[src/rtl/fetch_sequencer_pkg.sv]
// fetch_sequencer_pkg
//   Shared definitions for the fetch sequencer slice: default bus widths,
//   the width of one buffered {instruction, pc} entry, and the FSM state
//   encoding used by the sequencer top.
package fetch_sequencer_pkg;

  localparam int unsigned ADDR_W_DEF  = 32;
  localparam int unsigned DATA_W_DEF  = 32;
  localparam int unsigned ENTRY_W_DEF = DATA_W_DEF + ADDR_W_DEF;

  // Fetch/step cycle: FETCH issues the read, WAIT captures it,
  // ARM and REL perform the two-phase PC step.
  typedef enum logic [1:0] {
    FETCH = 2'd0,
    WAIT  = 2'd1,
    ARM   = 2'd2,
    REL   = 2'd3
  } state_e;

endpackage

[src/rtl/fetch_sequencer_if.sv]
// fetch_sequencer_if
//   Bundles every non-clock/reset signal of the fetch sequencer.
//   master : sequencer view (drives PC step, memory read, decode head, debug)
//   slave  : environment view (PC block, instruction memory, decode)
//   Signals: pc_addr/pc_next/pc_push/pc_addcontrol/pc_inc  - PC block
//            branch_valid/branch_offset/flush              - redirect control
//            imem_req/imem_addr/imem_data                  - instruction memory
//            inst_valid/inst_data/inst_pc/inst_ready       - decode stage
//            dbg_pc_next                                   - debug copy
interface fetch_sequencer_if import fetch_sequencer_pkg::*; #(
  parameter int unsigned ADDR_W = ADDR_W_DEF,
  parameter int unsigned DATA_W = DATA_W_DEF
);

  logic [ADDR_W-1:0] pc_addr;
  logic              pc_next;
  logic              pc_push;
  logic              pc_addcontrol;
  logic [ADDR_W-1:0] pc_inc;
  logic              branch_valid;
  logic [ADDR_W-1:0] branch_offset;
  logic              flush;
  logic              imem_req;
  logic [ADDR_W-1:0] imem_addr;
  logic [DATA_W-1:0] imem_data;
  logic              inst_valid;
  logic [DATA_W-1:0] inst_data;
  logic [ADDR_W-1:0] inst_pc;
  logic              inst_ready;
  logic              dbg_pc_next;

  modport master (
    input  pc_addr, pc_next, branch_valid, branch_offset, flush,
           imem_data, inst_ready,
    output pc_push, pc_addcontrol, pc_inc, imem_req, imem_addr,
           inst_valid, inst_data, inst_pc, dbg_pc_next
  );

  modport slave (
    output pc_addr, pc_next, branch_valid, branch_offset, flush,
           imem_data, inst_ready,
    input  pc_push, pc_addcontrol, pc_inc, imem_req, imem_addr,
           inst_valid, inst_data, inst_pc, dbg_pc_next
  );

endinterface

[src/rtl/fetch_sequencer_inst_fifo.sv]
// inst_fifo
//   First-word fall-through FIFO holding {instruction, pc} entries.
//   Ports: clk, reset (sync, active-low), push_i/wdata_i write side,
//          pop_i read side (ignored when empty), flush_i (empties next cycle,
//          wins over a coincident push or pop), valid_i/rdata_o head,
//          count_o occupancy. rdata_o reads 0 while empty.
module inst_fifo import fetch_sequencer_pkg::*; #(
  parameter  int unsigned DEPTH = 2,
  parameter  int unsigned WIDTH = ENTRY_W_DEF,
  localparam int unsigned PTR_W = (DEPTH > 1) ? $clog2(DEPTH) : 1,
  localparam int unsigned CNT_W = $clog2(DEPTH) + 1
) (
  input  logic             clk,
  input  logic             reset,
  input  logic             push_i,
  input  logic [WIDTH-1:0] wdata_i,
  input  logic             pop_i,
  input  logic             flush_i,
  output logic             valid_o,
  output logic [WIDTH-1:0] rdata_o,
  output logic [CNT_W-1:0] count_o
);

  localparam logic [CNT_W-1:0] FULL_C = CNT_W'(DEPTH);

  logic [WIDTH-1:0] mem_q [DEPTH];
  logic [PTR_W-1:0] wr_q, wr_d, rd_q, rd_d;
  logic [CNT_W-1:0] cnt_q, cnt_d;
  logic             do_push_s, do_pop_s;

  // Qualify push/pop and compute pointer/count next state.
  always_comb begin
    do_pop_s  = 1'b0;
    do_push_s = 1'b0;
    wr_d      = wr_q;
    rd_d      = rd_q;
    cnt_d     = cnt_q;
    if (pop_i && (cnt_q != '0)) begin
      do_pop_s = 1'b1;
    end else begin
      do_pop_s = 1'b0;
    end
    // A full FIFO still accepts a write when the head leaves in the same cycle.
    if (push_i && ((cnt_q != FULL_C) || do_pop_s)) begin
      do_push_s = 1'b1;
    end else begin
      do_push_s = 1'b0;
    end
    if (flush_i) begin
      wr_d  = '0;
      rd_d  = '0;
      cnt_d = '0;
    end else begin
      if (do_push_s) begin
        wr_d = wr_q + PTR_W'(1);
      end else begin
        wr_d = wr_q;
      end
      if (do_pop_s) begin
        rd_d = rd_q + PTR_W'(1);
      end else begin
        rd_d = rd_q;
      end
      case ({do_push_s, do_pop_s})
        2'b10:   cnt_d = cnt_q + CNT_W'(1);
        2'b01:   cnt_d = cnt_q - CNT_W'(1);
        default: cnt_d = cnt_q;
      endcase
    end
  end

  // Pointer and occupancy registers.
  always_ff @(posedge clk) begin
    if (!reset) begin
      wr_q  <= '0;
      rd_q  <= '0;
      cnt_q <= '0;
    end else begin
      wr_q  <= wr_d;
      rd_q  <= rd_d;
      cnt_q <= cnt_d;
    end
  end

  // Entry storage; contents are only visible through the valid-gated head.
  always_ff @(posedge clk) begin
    if (reset && do_push_s && !flush_i) begin
      mem_q[wr_q] <= wdata_i;
    end
  end

  // Head presentation, forced to zero while empty.
  always_comb begin
    valid_o = (cnt_q != '0);
    count_o = cnt_q;
    if (valid_o) begin
      rdata_o = mem_q[rd_q];
    end else begin
      rdata_o = '0;
    end
  end

endmodule

[src/rtl/fetch_sequencer.sv]
// fetch_sequencer
//   Requester-side partner of the PC block. Reads the PC, fetches the
//   instruction from synchronous memory, buffers it for decode, then steps
//   the PC with the push/addcontrol two-phase protocol (one instruction per
//   four cycles when not stalled).
//   Ports: clk, reset (sync, active-low), bus (fetch_sequencer_if.master)
//   carrying the PC, memory, decode, redirect and debug signals.
module fetch_sequencer import fetch_sequencer_pkg::*; #(
  parameter int unsigned ADDR_W     = ADDR_W_DEF,
  parameter int unsigned DATA_W     = DATA_W_DEF,
  parameter int unsigned FIFO_DEPTH = 2
) (
  input logic                clk,
  input logic                reset,
  fetch_sequencer_if.master  bus
);

  localparam int unsigned ENTRY_W = DATA_W + ADDR_W;
  localparam int unsigned CNT_W   = $clog2(FIFO_DEPTH) + 1;
  localparam logic [CNT_W-1:0] DEPTH_C = CNT_W'(FIFO_DEPTH);

  state_e            state_q, state_d;
  logic [ADDR_W-1:0] tag_pc_q, tag_pc_d;
  logic              drop_q, drop_d;
  logic              pend_valid_q, pend_valid_d;
  logic [ADDR_W-1:0] pend_off_q, pend_off_d;
  logic              dbg_q;

  logic              imem_req_s;
  logic [ADDR_W-1:0] imem_addr_s;
  logic              pc_push_s, pc_add_s;
  logic [ADDR_W-1:0] pc_inc_s;
  logic              fifo_push_s, fifo_flush_s;
  logic              fifo_valid_s;
  logic [ENTRY_W-1:0] fifo_rdata_s;
  logic [CNT_W-1:0]  fifo_cnt_s;

  inst_fifo #(
    .DEPTH (FIFO_DEPTH),
    .WIDTH (ENTRY_W)
  ) u_fifo (
    .clk     (clk),
    .reset   (reset),
    .push_i  (fifo_push_s),
    .wdata_i ({bus.imem_data, tag_pc_q}),
    .pop_i   (bus.inst_ready),
    .flush_i (fifo_flush_s),
    .valid_o (fifo_valid_s),
    .rdata_o (fifo_rdata_s),
    .count_o (fifo_cnt_s)
  );

  // FSM next state, branch bookkeeping and strobe generation.
  always_comb begin
    state_d      = state_q;
    tag_pc_d     = tag_pc_q;
    drop_d       = drop_q;
    pend_valid_d = pend_valid_q;
    pend_off_d   = pend_off_q;
    imem_req_s   = 1'b0;
    imem_addr_s  = '0;
    pc_push_s    = 1'b0;
    pc_add_s     = 1'b0;
    pc_inc_s     = '0;
    fifo_push_s  = 1'b0;
    fifo_flush_s = 1'b0;
    if (!reset) begin
      // Outputs stay low while reset is held so a half-done step re-arms the PC.
      state_d      = FETCH;
      tag_pc_d     = '0;
      drop_d       = 1'b0;
      pend_valid_d = 1'b0;
      pend_off_d   = '0;
    end else begin
      fifo_flush_s = bus.flush;
      // A later redirect overwrites an earlier one not yet consumed.
      if (bus.branch_valid) begin
        pend_valid_d = 1'b1;
        pend_off_d   = bus.branch_offset;
      end else begin
        pend_valid_d = pend_valid_q;
        pend_off_d   = pend_off_q;
      end
      case (state_q)
        FETCH: begin
          // Issue only with a free slot; that slot is then reserved for WAIT.
          if (fifo_cnt_s < DEPTH_C) begin
            imem_req_s  = 1'b1;
            imem_addr_s = bus.pc_addr;
            tag_pc_d    = bus.pc_addr;
            drop_d      = bus.flush;
            state_d     = WAIT;
          end else begin
            state_d = FETCH;
          end
        end
        WAIT: begin
          // A flush in this cycle also discards the returning word because
          // the FIFO flush overrides the push.
          fifo_push_s = !drop_q;
          drop_d      = 1'b0;
          state_d     = ARM;
        end
        ARM: begin
          pc_push_s = 1'b1;
          pc_add_s  = 1'b1;
          // Same-cycle redirect bypasses the pending register entirely.
          if (bus.branch_valid) begin
            pc_inc_s = bus.branch_offset;
          end else if (pend_valid_q) begin
            pc_inc_s = pend_off_q;
          end else begin
            pc_inc_s = '0;
          end
          pend_valid_d = 1'b0;
          pend_off_d   = '0;
          state_d      = REL;
        end
        REL: begin
          // Strobes low for one cycle so the PC can re-arm.
          state_d = FETCH;
        end
        default: begin
          state_d = FETCH;
        end
      endcase
    end
  end

  // Sequencer state registers.
  always_ff @(posedge clk) begin
    if (!reset) begin
      state_q      <= FETCH;
      tag_pc_q     <= '0;
      drop_q       <= 1'b0;
      pend_valid_q <= 1'b0;
      pend_off_q   <= '0;
    end else begin
      state_q      <= state_d;
      tag_pc_q     <= tag_pc_d;
      drop_q       <= drop_d;
      pend_valid_q <= pend_valid_d;
      pend_off_q   <= pend_off_d;
    end
  end

  // Debug copy of the PC ready indicator.
  always_ff @(posedge clk) begin
    if (!reset) begin
      dbg_q <= 1'b0;
    end else begin
      dbg_q <= bus.pc_next;
    end
  end

  assign bus.imem_req      = imem_req_s;
  assign bus.imem_addr     = imem_addr_s;
  assign bus.pc_push       = pc_push_s;
  assign bus.pc_addcontrol = pc_add_s;
  assign bus.pc_inc        = pc_inc_s;
  assign bus.inst_valid    = fifo_valid_s;
  assign bus.inst_data     = fifo_rdata_s[ENTRY_W-1:ADDR_W];
  assign bus.inst_pc       = fifo_rdata_s[ADDR_W-1:0];
  assign bus.dbg_pc_next   = dbg_q;

endmodule

[src/flat_wrapper.sv]
// flat-port wrapper written by rule: the top's interface ports become plain ports
module fetch_sequencer_flat import fetch_sequencer_pkg::*;
#(
  parameter int unsigned ADDR_W     = ADDR_W_DEF,
  parameter int unsigned DATA_W     = DATA_W_DEF,
  parameter int unsigned FIFO_DEPTH = 2
)
  (clk, reset, bus_pc_addr, bus_pc_next, bus_branch_valid, bus_branch_offset, bus_flush, bus_imem_data, bus_inst_ready, bus_pc_push, bus_pc_addcontrol, bus_pc_inc, bus_imem_req, bus_imem_addr, bus_inst_valid, bus_inst_data, bus_inst_pc, bus_dbg_pc_next);
  fetch_sequencer_if #(.ADDR_W(ADDR_W), .DATA_W(DATA_W)) bus_i ();
  input logic clk;
  input logic reset;
  input wire logic [$bits(bus_i.pc_addr)-1:0] bus_pc_addr;
  input wire logic [$bits(bus_i.pc_next)-1:0] bus_pc_next;
  input wire logic [$bits(bus_i.branch_valid)-1:0] bus_branch_valid;
  input wire logic [$bits(bus_i.branch_offset)-1:0] bus_branch_offset;
  input wire logic [$bits(bus_i.flush)-1:0] bus_flush;
  input wire logic [$bits(bus_i.imem_data)-1:0] bus_imem_data;
  input wire logic [$bits(bus_i.inst_ready)-1:0] bus_inst_ready;
  output wire logic [$bits(bus_i.pc_push)-1:0] bus_pc_push;
  output wire logic [$bits(bus_i.pc_addcontrol)-1:0] bus_pc_addcontrol;
  output wire logic [$bits(bus_i.pc_inc)-1:0] bus_pc_inc;
  output wire logic [$bits(bus_i.imem_req)-1:0] bus_imem_req;
  output wire logic [$bits(bus_i.imem_addr)-1:0] bus_imem_addr;
  output wire logic [$bits(bus_i.inst_valid)-1:0] bus_inst_valid;
  output wire logic [$bits(bus_i.inst_data)-1:0] bus_inst_data;
  output wire logic [$bits(bus_i.inst_pc)-1:0] bus_inst_pc;
  output wire logic [$bits(bus_i.dbg_pc_next)-1:0] bus_dbg_pc_next;
  assign bus_i.pc_addr = bus_pc_addr;
  assign bus_i.pc_next = bus_pc_next;
  assign bus_i.branch_valid = bus_branch_valid;
  assign bus_i.branch_offset = bus_branch_offset;
  assign bus_i.flush = bus_flush;
  assign bus_i.imem_data = bus_imem_data;
  assign bus_i.inst_ready = bus_inst_ready;
  assign bus_pc_push = bus_i.pc_push;
  assign bus_pc_addcontrol = bus_i.pc_addcontrol;
  assign bus_pc_inc = bus_i.pc_inc;
  assign bus_imem_req = bus_i.imem_req;
  assign bus_imem_addr = bus_i.imem_addr;
  assign bus_inst_valid = bus_i.inst_valid;
  assign bus_inst_data = bus_i.inst_data;
  assign bus_inst_pc = bus_i.inst_pc;
  assign bus_dbg_pc_next = bus_i.dbg_pc_next;
  fetch_sequencer #(.ADDR_W(ADDR_W), .DATA_W(DATA_W), .FIFO_DEPTH(FIFO_DEPTH)) u_core (.clk(clk), .reset(reset), .bus(bus_i));
endmodule
[config.mk]
export PLATFORM = sky130hd
export DESIGN_NAME = fetch_sequencer_flat
export DESIGN_NICKNAME = d
export VERILOG_FILES = /design/src/rtl/fetch_sequencer_pkg.sv /design/src/rtl/fetch_sequencer_if.sv /design/src/rtl/fetch_sequencer_inst_fifo.sv /design/src/rtl/fetch_sequencer.sv /design/src/flat_wrapper.sv
export SDC_FILE = /design/constraint.sdc
export NUM_CORES = 1
export LEC_CHECK = 0
export CAP_MARGIN = 20
export CORE_MARGIN = 2
export CORE_UTILIZATION = 51
export DETAILED_ROUTE_END_ITERATION = 8
export PLACE_DENSITY = 0.85
export SLEW_MARGIN = 15
export SYNTH_ARGS = -nofsm -noshare
export SYNTH_HDL_FRONTEND = slang
export SYNTH_SLANG_ARGS = --single-unit
export TNS_END_PERCENT = 1
[constraint.sdc]
create_clock -name clk -period 20.6 [get_ports clk]
set_clock_uncertainty 0.2 [all_clocks]
set_input_delay 2.06 -clock clk [delete_from_list [all_inputs] [get_ports clk]]
set_output_delay 2.06 -clock clk [all_outputs]
set_load 0.02 [all_outputs]
# Yosys cells after proc, flatten, opt, wreduce, memory -nomap -nowiden
# Memory sizes are Yosys's and may differ from the RTL's. A register that Yosys moved wholly into a read port is not among the register bits.
# Cells that the tools add are included.
dict set report classes {
  order_cmp 1
  eq_ne 7
  muxes 27
  n_addsub 4
  reduce_logical 15
  n_bitwise 1
}
# op count
set op_table {}
lappend op_table {{2-to-1 mux 32 bit} 7}
lappend op_table {{2-to-1 mux 64 bit} 1}
lappend op_table {{2-to-1 mux 1 bit} 16}
lappend op_table {{case mux 2 bit (4 select lines)} 1}
lappend op_table {{equality test 2 bit, second input constant} 3}
lappend op_table {{nonzero test 2 bit} 3}
lappend op_table {{equality test 2 x 1 -> 1 bit, second input constant} 2}
lappend op_table {{logical AND 1 bit} 4}
lappend op_table {{case mux 2 bit (2 select lines)} 1}
lappend op_table {{AND reduction 2 bit} 2}
lappend op_table {{OR reduction 2 bit} 2}
lappend op_table {{adder 1 bit, second input constant} 2}
lappend op_table {{adder 2 x 1 -> 2 bit, second input constant} 1}
lappend op_table {{logical NOT 1 bit} 2}
lappend op_table {{logical NOT 2 bit} 1}
lappend op_table {{less-than comparator 2 bit, second input constant} 1}
lappend op_table {{inequality test 2 x 1 -> 1 bit, second input constant} 1}
lappend op_table {{inequality test 2 bit, second input constant} 1}
lappend op_table {{case mux 1 bit (2 select lines)} 1}
lappend op_table {{subtractor 2 x 1 -> 2 bit, second input constant} 1}
lappend op_table {{logical OR 1 bit} 1}
lappend op_table {{NOT 1 bit} 1}
dict set report word_totals {
  output_inout_bits 133
  ram_bits 128
  elab_cells 65
  ff_bits 73
  inputBits 102
  mem_count 1
}
# memory depth width rd rd_clocked_by_memory_dff write_ports line_no
set mem_list {}
lappend mem_list {u_core.u_fifo.mem_q 2 64 1 1 1 fetch_sequencer_inst_fifo.sv:26} ;# logic [WIDTH-1:0] mem_q [DEPTH];

# Depth between registers and ports, before layout
dict set report logic_depth {
  ltp_word 10
  ltp_mapped 7
  ltp_nobuf 5
}

# Modules after synthesis
# From an unflattened synthesis, not the netlist that was laid out.
dict set report unflattened {
  hier_cells 720
  area_unflattened_um2 8391.8
}
# mod cells_per_inst instances seq_area_each_um2 area_each_um2
set modules_own_cells {}
lappend modules_own_cells {inst_fifo 299 1 3943.8 5043.6}
lappend modules_own_cells {fetch_sequencer 421 1 1381.3 3348.2}

# Worst setup path after synthesis
# Ideal clock, no wire load.
dict set report synth_timing {
  path_kind {input to register}
  start {input port reset}
  end {memory u_core.u_fifo.mem_q[1][0] in the netlist's numbering, enable pin}
  n_path_buf 1
  required_ns 19.735
  cell_stages 3
  path_slack_ns 10.815
  setup_ns 0.665
  arrival_time_ns 8.920
  cell_sequence {buf_6 nand3b_4 nor4b_1}
}
dict set report synth_via {
  elab_chain_len 7
  elab_cells_between_ends 9
  classes_between {mux (5); reduce/logical (4)}
}
# element line_no
set synth_lines {}
lappend synth_lines {{start, declared} flat_wrapper.sv:11} ;# input logic reset;
lappend synth_lines {{2-to-1 mux 1 bit} fetch_sequencer.sv:67} ;# if (!reset) begin
lappend synth_lines {{logical AND 1 bit} fetch_sequencer_inst_fifo.sv:44} ;# if (push_i && ((cnt_q != FULL_C) || do_pop_s)) begin
lappend synth_lines {{2-to-1 mux 1 bit} fetch_sequencer_inst_fifo.sv:44}
lappend synth_lines {{logical AND 1 bit} fetch_sequencer_inst_fifo.sv:87} ;# if (reset && do_push_s && !flush_i) begin
lappend synth_lines {{logical AND 1 bit (*)} fetch_sequencer_inst_fifo.sv:87}
lappend synth_lines {{2-to-1 mux 1 bit (*)} fetch_sequencer_inst_fifo.sv:87}
lappend synth_lines {{2-to-1 mux 1 bit (not written as such) (*)} fetch_sequencer_inst_fifo.sv:88} ;# mem_q[wr_q] <= wdata_i;
lappend synth_lines {{end, declared} fetch_sequencer_inst_fifo.sv:26}
# Mark *: on every way between the ends. The rest lies on a longest branch, timed or not.

# Worst setup path in the final report
dict set report layout_timing {
  start {input port bus_branch_valid}
  end {output port bus_pc_inc[10]}
}
dict set report layout_via {
  elab_chain_len 3
}
# element line_no
set layout_lines {}
lappend layout_lines {{start, declared} flat_wrapper.sv:14} ;# input wire logic [$bits(bus_i.branch_valid)-1:0] bus_branch_valid;
lappend layout_lines {{2-to-1 mux 32 bit} fetch_sequencer.sv:108} ;# if (bus.branch_valid) begin
lappend layout_lines {{2-to-1 mux 32 bit} fetch_sequencer.sv:84} ;# case (state_q)
lappend layout_lines {{2-to-1 mux 32 bit} fetch_sequencer.sv:67}
lappend layout_lines {{end, declared} flat_wrapper.sv:21} ;# output wire logic [$bits(bus_i.pc_inc)-1:0] bus_pc_inc;
# No other way between the ends.

==> key figures <==
Floorplanning
  • Die H: 130 um
  • Chip Width: 130 um
  • Core Box Area: 0.0157 mm^2
  • Ports: 235
  • Die area: 0.0169 mm^2
  • Initial core utilization: 0.515
  • Rows: 46

Global routing
  • Largest net degree at the start of global routing: 67
  • Total GRT Usage: 0.202
  • GRT overflow: 0
  • First-pass GRT wire length: about 27000 um
  • Initial antenna violation count: 1
  • Vias in the first global route: 5259

Clock tree
  • CTS tree: done
  • # clock sinks: 202
  • Clk pin slew, worst setup/hold paths: 0.06 ns
  • CTS buffer count: 20
  • CTS resizes: 0
  • Post-CTS setup buffer count: 0
  • CTS Buffer Depth: 3
  • Depth of the CTS H-tree: 1
  • Clock root buffer: clkbuf_16
  • Hold-fix buffers, CTS: 0
  • Clk Latency, worst-skew pair: approximately 0.5 ns

Timing
  • Final setup TNS: 0 ns
  • Measured slew at the worst slew-check pin: 0.897 ns
  • Minimum clock period after layout: 6.69 ns
  • Number of hold violations in the final report: 0
  • Tcrit/Tclk final: 0.325
  • Final Max Slew Viols: 0
  • # setup viols final: 0
  • RSZ-0062 raised after global routing: no
  • Slew margin rel.: 0.402
  • FMAX: 149 MHz

Finish
  • Final core utilization: 0.715
  • Share of cells above drive strength 1: 0.0940
  • FILL cells: 1077
  • Finished Cell Area: roughly 0.011 mm^2
  • Nets: 975
  • Layout area overhead: 38.9%
  • Post-Layout Cell Count: 1100

Min path
  • Hold Path Class: register to register
  • Hold path depth: 0
  • Worst Hold Endpoint: u_core.u_fifo.mem_q[0][24]$_DFFE_PP_
  • Hold Path Origin: u_core.tag_pc_q[24]$_SDFFE_PN0N_

Worst setup path
  • CP Class: primary input to output port
  • Worst reg2reg endpoint: u_core.u_fifo.mem_q[1][17]$_DFFE_PP_
  • Max Fanout on Critical Path: 66
  • Slack of the worst reg-to-reg path: 18.14 ns
  • Crit. End Element: output port
  • Crit path DAT: about 4.4 ns
  • WP data required: 18.34 ns
  • Worst r2r path cells: 5
  • Worst setup SP type: primary input
  • Critical R2R Launch: u_core.state_q[1]$_SDFF_PN0_

Power
  • Design Power: ~0.0010 W
  • Pwr Density: 89.0 mW/mm^2
  • VDD IR-drop max: 0.0593 mV
  • Pleak: 4.04 nW

Synthesis
  • Asr flop ratio synth: 0
  • Synth Instances: between 600 and 700
  • Synth warn: 0
  • Mapped Nets: 749
  • Yosys reg bits: about 200
  • Area leader, netlist: edfxtp_1
  • Post-synth top flop: edfxtp_1
  • Distinct cells, synth: 38
  • Most frequent cells after synthesis: edfxtp_1, dfxtp_1, nor2_1
  • Post-synth EDFFs: 128
  • Top cell type's share of synthesized area: 0.475
  • Synth Area per Inst: 12.6 um^2
  • Sequential share of the synthesized area: 0.659
  • Area contributors post-synth: edfxtp_1, dfxtp_1, mux2i_1, a21oi_1, nor2_1
  • Mapped cell area: 0.00809 mm^2
  • Most common cell in the netlist: edfxtp_1

Placement
  • HPWL after detailed placement: 11800 um
  • Placed instance count: roughly 1.1k
  • Placed Area: 0.0105 mm^2
  • IO Port Bufs: 234
  • GPL Wtd Cong: about 0.78

Route
  • Post-route DRC: 0
  • Post-Route WL: 18300 um
  • WL/cell: 16.6 um
  • Initial DRT Pass Iterations: 5
  • Avg Vias per Cell: 5.04
  • 1st-iter DRT viols: 262
  • Routed Antenna Nets: 0
  • Vias: ~5.5k

Status
  • Status: complete, no violations

Run
  • Max Cap Viol: 0
## routing by layer
layer | global-route usage | wire length, um | up-vias
li1 | - | - | 2690
met1 | 0.242 | 7290 | 2618
met2 | 0.350 | 8990 | 206
met3 | 0.0767 | 1750 | 23
met4 | 0.0386 | 249 | 2
met5 | 0 | 13 | -
## state kept, by name (all words and copies together), names as in the netlist, named ones only
register                flops
u_core.drop_q               1
u_core.bus.dbg_pc_next      1
u_core.state_q              2
u_core.u_fifo.mem_q       128
u_core.pend_off_q          32
u_core.u_fifo.wr_q          1
u_core.tag_pc_q            32
u_core.u_fifo.count_o       2
u_core.u_fifo.rd_q          1
u_core.pend_valid_q         1
## worst max path at each step
| stage | endpoint | slack, ns | startpoint |
|---|---|---|---|
| 6_report | bus_pc_inc[10] | 13.91 | bus_branch_valid |
| 4_1_cts | bus_pc_inc[25] | 13.79 | reset |
| 5_1_grt | bus_pc_inc[20] | 13.80 | bus_branch_valid |
| 3_3_place_gp | bus_pc_inc[7] | 13.58 | bus_branch_valid |
| 3_5_place_dp | bus_pc_inc[10] | 13.82 | reset |
| 2_1_floorplan | u_core.u_fifo.mem_q[1][0]$_DFFE_PP_ | 10.82 | reset |
## through the flow
stage | setup WS, ns | hold slack [ns]
floorplan | 10.82 | 0.226
global placement | 13.58 | 0.230
detailed placement | 13.82 | 0.237
CTS | 13.79 | 0.245
global route | 13.80 | 0.265
finish | 13.91 | 0.250
## area by class of cell
| class | count | area (um^2) | share of cell area |
|---|---|---|---|
| antenna | 1 | 2.50 | 0.000223 |
| timing repair buffer | 245 | 2470 | 0.220 |
| sequential | 202 | 5330 | 0.475 |
| clock inverter | 7 | 43.8 | 0.00390 |
| multi-input combinational | 394 | 2510 | 0.224 |
| inverter | 6 | 22.5 | 0.00201 |
| clock buffer | 29 | 584 | 0.0520 |
| tap | 216 | 270 | 0.0241 |
## worst max-delay path, cell delays in order
cell             delay (ns)
clkdlybuf4s50_1        0.39
buf_4                  0.30
nor2b_2                0.55
buf_8                  0.25
nand2_1                0.07
a21oi_1                0.17
clkdlybuf4s50_1        0.64
## layout by cell type (no fill, tap or decap), types with 2 or more instances in the layout
cell               n
mux2i_1           65
o21ai_0            2
buf_8              3
and2_4            29
nand2_1           67
nand2b_1          34
a21o_1            32
edfxtp_1         128
clkbuf_1           4
dfxtp_1           73
clkinv_1           2
a21oi_1           65
and2_1             4
nor2_1            68
clkbuf_8           5
clkdlybuf4s50_1  234
ha_1               4
or3_1              2
buf_4              7
clkinv_2           4
and2_2             3
inv_1              6
clkbuf_16         20
## cells by family (layout without fill, tap and decap cells)
group           after synthesis  in the layout  share of synthesized area
compound gates              105            105                     0.0775
xor+xnor                      2              2                    0.00217
buf+inv                      47            287                     0.0339
simple gates                218            218                      0.141
mux                          65             65                     0.0805
other cells                   0              1                          0
flops                       202            202                      0.659
fa+ha+maj                     4              4                    0.00619
## power breakdown
part | switching [W] | internal (W) | total [W]
sequential | 0.0000159 | 0.000469 | 0.000485
combinational | 0.0000891 | 0.0000844 | 0.000174
clock | 0.000144 | 0.000197 | 0.000341
Note: power is estimated with default switching activity, not from simulation.
